File: src/rtl/sap_pkg.sv
// Shared constants for the SAP-1 control unit: opcodes, control-word bit
// positions, one-hot T-state encodings and the fixed fetch/execute words.
package sap_pkg;

  localparam int CW_WIDTH = 12;

  localparam int CW_CP = 11;
  localparam int CW_EP = 10;
  localparam int CW_LM = 9;
  localparam int CW_CE = 8;
  localparam int CW_LI = 7;
  localparam int CW_EI = 6;
  localparam int CW_LA = 5;
  localparam int CW_EA = 4;
  localparam int CW_SU = 3;
  localparam int CW_EU = 2;
  localparam int CW_LB = 1;
  localparam int CW_LO = 0;

  localparam logic [3:0] OP_LDA = 4'b0000;
  localparam logic [3:0] OP_ADD = 4'b0001;
  localparam logic [3:0] OP_SUB = 4'b0010;
  localparam logic [3:0] OP_OUT = 4'b1110;
  localparam logic [3:0] OP_HLT = 4'b1111;

  localparam logic [5:0] T1 = 6'b000001;
  localparam logic [5:0] T2 = 6'b000010;
  localparam logic [5:0] T3 = 6'b000100;
  localparam logic [5:0] T4 = 6'b001000;
  localparam logic [5:0] T5 = 6'b010000;
  localparam logic [5:0] T6 = 6'b100000;

  // Single-bit mask for one control line.
  function automatic logic [CW_WIDTH-1:0] cw_bit(input int idx);
    cw_bit = {{(CW_WIDTH-1){1'b0}}, 1'b1} << idx;
  endfunction

  localparam logic [CW_WIDTH-1:0] CW_NONE    = 12'h000;
  localparam logic [CW_WIDTH-1:0] CW_FETCH_1 = cw_bit(CW_EP) | cw_bit(CW_LM);
  localparam logic [CW_WIDTH-1:0] CW_FETCH_2 = cw_bit(CW_CP);
  localparam logic [CW_WIDTH-1:0] CW_FETCH_3 = cw_bit(CW_CE) | cw_bit(CW_LI);
  localparam logic [CW_WIDTH-1:0] CW_ADDR    = cw_bit(CW_EI) | cw_bit(CW_LM);
  localparam logic [CW_WIDTH-1:0] CW_MEM_A   = cw_bit(CW_CE) | cw_bit(CW_LA);
  localparam logic [CW_WIDTH-1:0] CW_MEM_B   = cw_bit(CW_CE) | cw_bit(CW_LB);
  localparam logic [CW_WIDTH-1:0] CW_SUM_A   = cw_bit(CW_EU) | cw_bit(CW_LA);
  localparam logic [CW_WIDTH-1:0] CW_DIFF_A  = cw_bit(CW_SU) | cw_bit(CW_EU) | cw_bit(CW_LA);
  localparam logic [CW_WIDTH-1:0] CW_OUTPUT  = cw_bit(CW_EA) | cw_bit(CW_LO);

endpackage

File: src/rtl/sap_ring_counter.sv
// One-hot six-state ring T1..T6 with clock enable, synchronous reset and a
// freeze input that holds the current state.
module sap_ring_counter
  import sap_pkg::*;
(
  input  logic       i_clock,
  input  logic       i_reset,
  input  logic       i_enable,
  input  logic       i_freeze,
  output logic [5:0] o_t_state
);

  logic [5:0] t_state_r;

  // Ring advance; any non-one-hot value recovers to T1 on the next step.
  always_ff @(posedge i_clock) begin
    if (i_reset) begin
      t_state_r <= T1;
    end else if (i_enable && !i_freeze) begin
      case (t_state_r)
        T1:      t_state_r <= T2;
        T2:      t_state_r <= T3;
        T3:      t_state_r <= T4;
        T4:      t_state_r <= T5;
        T5:      t_state_r <= T6;
        T6:      t_state_r <= T1;
        default: t_state_r <= T1;
      endcase
    end else begin
      t_state_r <= t_state_r;
    end
  end

  assign o_t_state = t_state_r;

endmodule

File: src/rtl/sap_controller_sequencer.sv
// SAP-1 control unit: ring-counter sequencing, opcode decode into the
// 12-bit control word, and the sticky HLT condition.
module sap_controller_sequencer
  import sap_pkg::*;
#(
  parameter int NUM_T_STATES = 6,
  parameter int OPCODE_WIDTH = 4
) (
  input  logic                    i_clock,
  input  logic                    i_reset,
  input  logic                    i_enable,
  input  logic [OPCODE_WIDTH-1:0] i_opcode,
  output logic [CW_WIDTH-1:0]     o_control,
  output logic [NUM_T_STATES-1:0] o_t_state,
  output logic                    o_halt
);

  logic [5:0]          t_state_s;
  logic                hlt_at_t4_s;
  logic                freeze_s;
  logic                halted_r;
  logic [CW_WIDTH-1:0] control_s;

  assign hlt_at_t4_s = (t_state_s == T4) && (i_opcode == OP_HLT);
  // Freeze in the same edge that sets halted so the ring stays parked in T4.
  assign freeze_s    = halted_r | hlt_at_t4_s;

  sap_ring_counter u_ring (
    .i_clock   (i_clock),
    .i_reset   (i_reset),
    .i_enable  (i_enable),
    .i_freeze  (freeze_s),
    .o_t_state (t_state_s)
  );

  // Sticky halt flag, cleared only by reset.
  always_ff @(posedge i_clock) begin
    if (i_reset) begin
      halted_r <= 1'b0;
    end else if (i_enable && hlt_at_t4_s) begin
      halted_r <= 1'b1;
    end else begin
      halted_r <= halted_r;
    end
  end

  // Moore decode of T-state and opcode into the control word.
  always_comb begin
    control_s = CW_NONE;
    if (halted_r) begin
      control_s = CW_NONE;
    end else begin
      case (t_state_s)
        T1: control_s = CW_FETCH_1;
        T2: control_s = CW_FETCH_2;
        T3: control_s = CW_FETCH_3;
        T4: begin
          case (i_opcode)
            OP_LDA, OP_ADD, OP_SUB: control_s = CW_ADDR;
            OP_OUT:                 control_s = CW_OUTPUT;
            default:                control_s = CW_NONE;
          endcase
        end
        T5: begin
          case (i_opcode)
            OP_LDA:         control_s = CW_MEM_A;
            OP_ADD, OP_SUB: control_s = CW_MEM_B;
            default:        control_s = CW_NONE;
          endcase
        end
        T6: begin
          case (i_opcode)
            OP_ADD:  control_s = CW_SUM_A;
            OP_SUB:  control_s = CW_DIFF_A;
            default: control_s = CW_NONE;
          endcase
        end
        default: control_s = CW_NONE;
      endcase
    end
  end

  assign o_control = control_s;
  assign o_t_state = t_state_s;
  assign o_halt    = halted_r;

endmodule

File: config.mk
export PLATFORM = sky130hd
export DESIGN_NAME = sap_controller_sequencer
export DESIGN_NICKNAME = d
export VERILOG_FILES = /design/src/rtl/sap_pkg.sv /design/src/rtl/sap_ring_counter.sv /design/src/rtl/sap_controller_sequencer.sv
export SDC_FILE = /design/constraint.sdc
export NUM_CORES = 1
export LEC_CHECK = 0
export CAP_MARGIN = 20
export CORE_UTILIZATION = 45
export CTS_BUF_LIST = sky130_fd_sc_hd__clkbuf_4
export DETAILED_ROUTE_END_ITERATION = 7
export PLACE_DENSITY = 0.85
export SYNTH_ARGS = -nofsm -noshare
export SYNTH_HDL_FRONTEND = slang
export SYNTH_HIERARCHICAL = 1
export SYNTH_SLANG_ARGS = --single-unit
File: constraint.sdc
create_clock -name i_clock -period 3.6 [get_ports i_clock]
set_input_delay 0.36 -clock i_clock [delete_from_list [all_inputs] [get_ports i_clock]]
set_output_delay 0.36 -clock i_clock [all_outputs]
set_load 0.01 [all_outputs]
==> impl_metrics.ini <==
[status]
status = finished clean

[timing]
finalSetupViolCount = 0
fmax_mhz = 399
fin_ws_ns = 1.09
period_share_pct = 69.6
maxSlewViolCount = 0
fin_skew_ns = 0.000874
worstMarginPinSlew_ns = 0.596
maxSlewHeadroom_pct = 60.2
final_hold_viol_count = 0
min_period_ns = 2.51
tns_ns = 0
hold_ws_ns = 0.648
rsz0062_at_grt = no

[setup_path]
rr_worst_depth = 6
cp-endpoint = o_control[2]
r2r-start = u_ring/o_t_state[3]
path_class = input port to output port
r2r_end = u_ring/o_t_state[0]
cp.required_ns = 3.24
arrival_ns = 2.15
ff2ff_setup_slack_ns = 1.60
worstPathMaxFanout = 5
startpoint_type = input port
worstSetupEndpointType = output port
crit_start = i_opcode[1]

[pwr]
power_uw = 214
p_leak_nw = 0.269
powerDensity_nw_per_um2 = 247
irDropWorstVdd_v = 0.000289

[place]
gp_congestion = 0.749
portBuffers = 25
dp_slack_ns = 1.11
dp_hpwl_um = 1090

[finish]
fin_nets = 107
areaGrowthSynthToFinish_pct = 46.2
drive_gt1_share_pct = 10.1
diodes = 0

[synthesis]
synth_warnings = 6
synth_nets = 81
yosys_register_bits = 7
synth_area_um2 = 593
yosysSeqAreaShare_pct = 23.6
postSynthCellCount = 74
syn_avg_cell_area_um2 = 8.01
synth_cell_type_count = 35

[clocking]
clockBufferDepth = 2
clk_pin_slew_ns = 0.05
postCtsHoldBufs = 0
cts_made_buffers = 3
htree_num_levels = 1
clkSinkCount = 7
post_cts_buffers = 0
clk_latency_ns = 0.24
cts_tree = yes
ctsResizeCount = 0
root_buffer = clkbuf_4

[hold_path]
worstHoldPathType = flop to flop

[floorplan]
rows = 12
io_pins = 26
die_y_um = 38.3
design.die.area_um2 = 1470
dieWidth_um = 38.3
start_util_pct = 50.6
core_area_um2 = 1170

[drt]
wl_per_cell_um = 13.7
vias_per_cell = 5.99
vias = 677
firstDrtPassIters = 4
drtIter0Drc = 10
routed_wl_um = 1550
ant_nets = 0
drcViolationCount = 0

[global_routing]
grt.total_usage_pct = 25.2
antenna_found_initial = 0
grt_start_max_net_pins = 16
first_global_vias = 578
overflow = 0
grt_pass1_wl_um = 2550

[flow_run]
maxCapViolCount = 0
[sequential cells by signal, summed over array words and instances, names as in the netlist]
| name | flops |
|---|---|
| u_ring/o_t_state | 6 |
| o_halt | 1 |
[logic make-up after synthesis]
| logic type | Yosys count | share of synthesized area [%] |
|---|---|---|
| buffers and inverters | 7 | 5.90 |
| XOR/XNOR | 2 | 2.95 |
| AO/OA/AOI/OAI | 13 | 14.3 |
| AND/OR/NAND/NOR | 45 | 53.2 |
| flip-flops | 7 | 23.6 |
[area by class of cell]
type,count,area [um2]
multi-input cells,60,418
fillers,109,304
repair buffers,25,250
flip-flops and latches,7,140
clock buffers,4,30.0
well taps,14,17.5
inverters,3,11.3
[worst min path at each step]
stage                              startpoint                  end  slack (ns)  depth (start not counted)
after CTS                 u_ring/o_t_state[1]  u_ring/o_t_state[1]        0.64                          2
after detailed placement  u_ring/o_t_state[1]  u_ring/o_t_state[1]        0.63                          2
after global routing      u_ring/o_t_state[1]  u_ring/o_t_state[1]        0.68                          2
after floorplan                       i_reset  u_ring/o_t_state[1]        0.43                          1
after global placement    u_ring/o_t_state[3]  u_ring/o_t_state[3]        0.64                          2
final                     u_ring/o_t_state[1]  u_ring/o_t_state[1]        0.65                          2
[cells in the mapped netlist (all sizes together)]
cell     instances  area share, %
and4bb           2            4.2
nand2            7            4.4
nor2             8            6.3
a31oi            1            1.1
nor3             3            2.5
nor4b            6            9.9
nor4             4            7.8
o32a             1            1.7
buf              3            3.4
xor2             2            3.0
nand4b           3            4.4
o21ai            1           0.84
a32oi            1            1.5
nand4bb          1            1.9
a21oi            5            4.2
a2111oi          1            1.5
o22ai            1            1.1
and3             1            1.3
clkbuf           1           0.63
o21bai           1            1.3
nand2b           1            1.1
nand3            4            3.4
or2              1            1.1
nor3b            1            1.3
and4             1            1.5
dfxtp            7             24
inv              3            1.9
nand4            2            2.1
a211oi           1            1.3
[cell usage in the layout (no fill, tap or decap)]
| cell | Yosys | layout |
|---|---|---|
| nor3_1 | 3 | 3 |
| xor2_1 | 2 | 2 |
| nand2_1 | 7 | 7 |
| nand3_1 | 4 | 4 |
| and3_2 | 1 | 1 |
| nand4bb_1 | 1 | 1 |
| and4_1 | 1 | 1 |
| clkdlybuf4s50_1 | 0 | 25 |
| and4bb_1 | 1 | 1 |
| or2_1 | 1 | 1 |
| o32a_1 | 1 | 1 |
| a21oi_1 | 5 | 5 |
| nor4_4 | 1 | 1 |
| nor4_2 | 1 | 1 |
| nor4b_1 | 5 | 5 |
| o21bai_1 | 1 | 1 |
| o21ai_1 | 1 | 1 |
| nor4_1 | 2 | 2 |
| nor2_1 | 7 | 7 |
| inv_1 | 3 | 3 |
| nand2b_1 | 1 | 1 |
| a31oi_1 | 1 | 1 |
| o22ai_1 | 1 | 1 |
| a32oi_1 | 1 | 1 |
| nor4b_2 | 1 | 1 |
| nor2_4 | 1 | 1 |
| a2111oi_0 | 1 | 1 |
| nor3b_1 | 1 | 1 |
| and4bb_2 | 1 | 1 |
| clkbuf_4 | 0 | 4 |
| dfxtp_1 | 7 | 7 |
| nand4b_1 | 3 | 3 |
| a211oi_1 | 1 | 1 |
| nand4_1 | 2 | 2 |
[worst max-delay path, cell delays in order]
cell and delay, ns:
clkdlybuf4s50_1 0.58, xor2_1 0.22, nand4_1 0.17, nor4b_2 0.24, clkdlybuf4s50_1 0.57
[per-stage QoR]
stage,instances,area (um2),utilization (%)
finish,113,867,74.0
global route,113,867,74.0
floorplan,74,593,-
CTS,113,867,74.0
global placement,109,837,71.5
detailed placement,109,837,71.5
[per-layer routing]
metal	global-route usage, %	vias up	part of all wire [%]
met1	31.0	316	47
met2	40.3	21	48
met3	4.07	2	4.5
li1	-	338	-
met5	0	-	0
met4	16.1	0	0.77
[power breakdown]
part / leakage [nW] / internal (mW) / total [mW] / switching, mW
Sequential: 0.0569 / 0.0804 / 0.0903 / 0.00996
Combinational: 0.194 / 0.0287 / 0.0498 / 0.0211
Clock: 0.0184 / 0.0495 / 0.0743 / 0.0247
Total: 0.269 / 0.159 / 0.214 / 0.0558
Note: power is estimated with default switching activity, not from simulation.
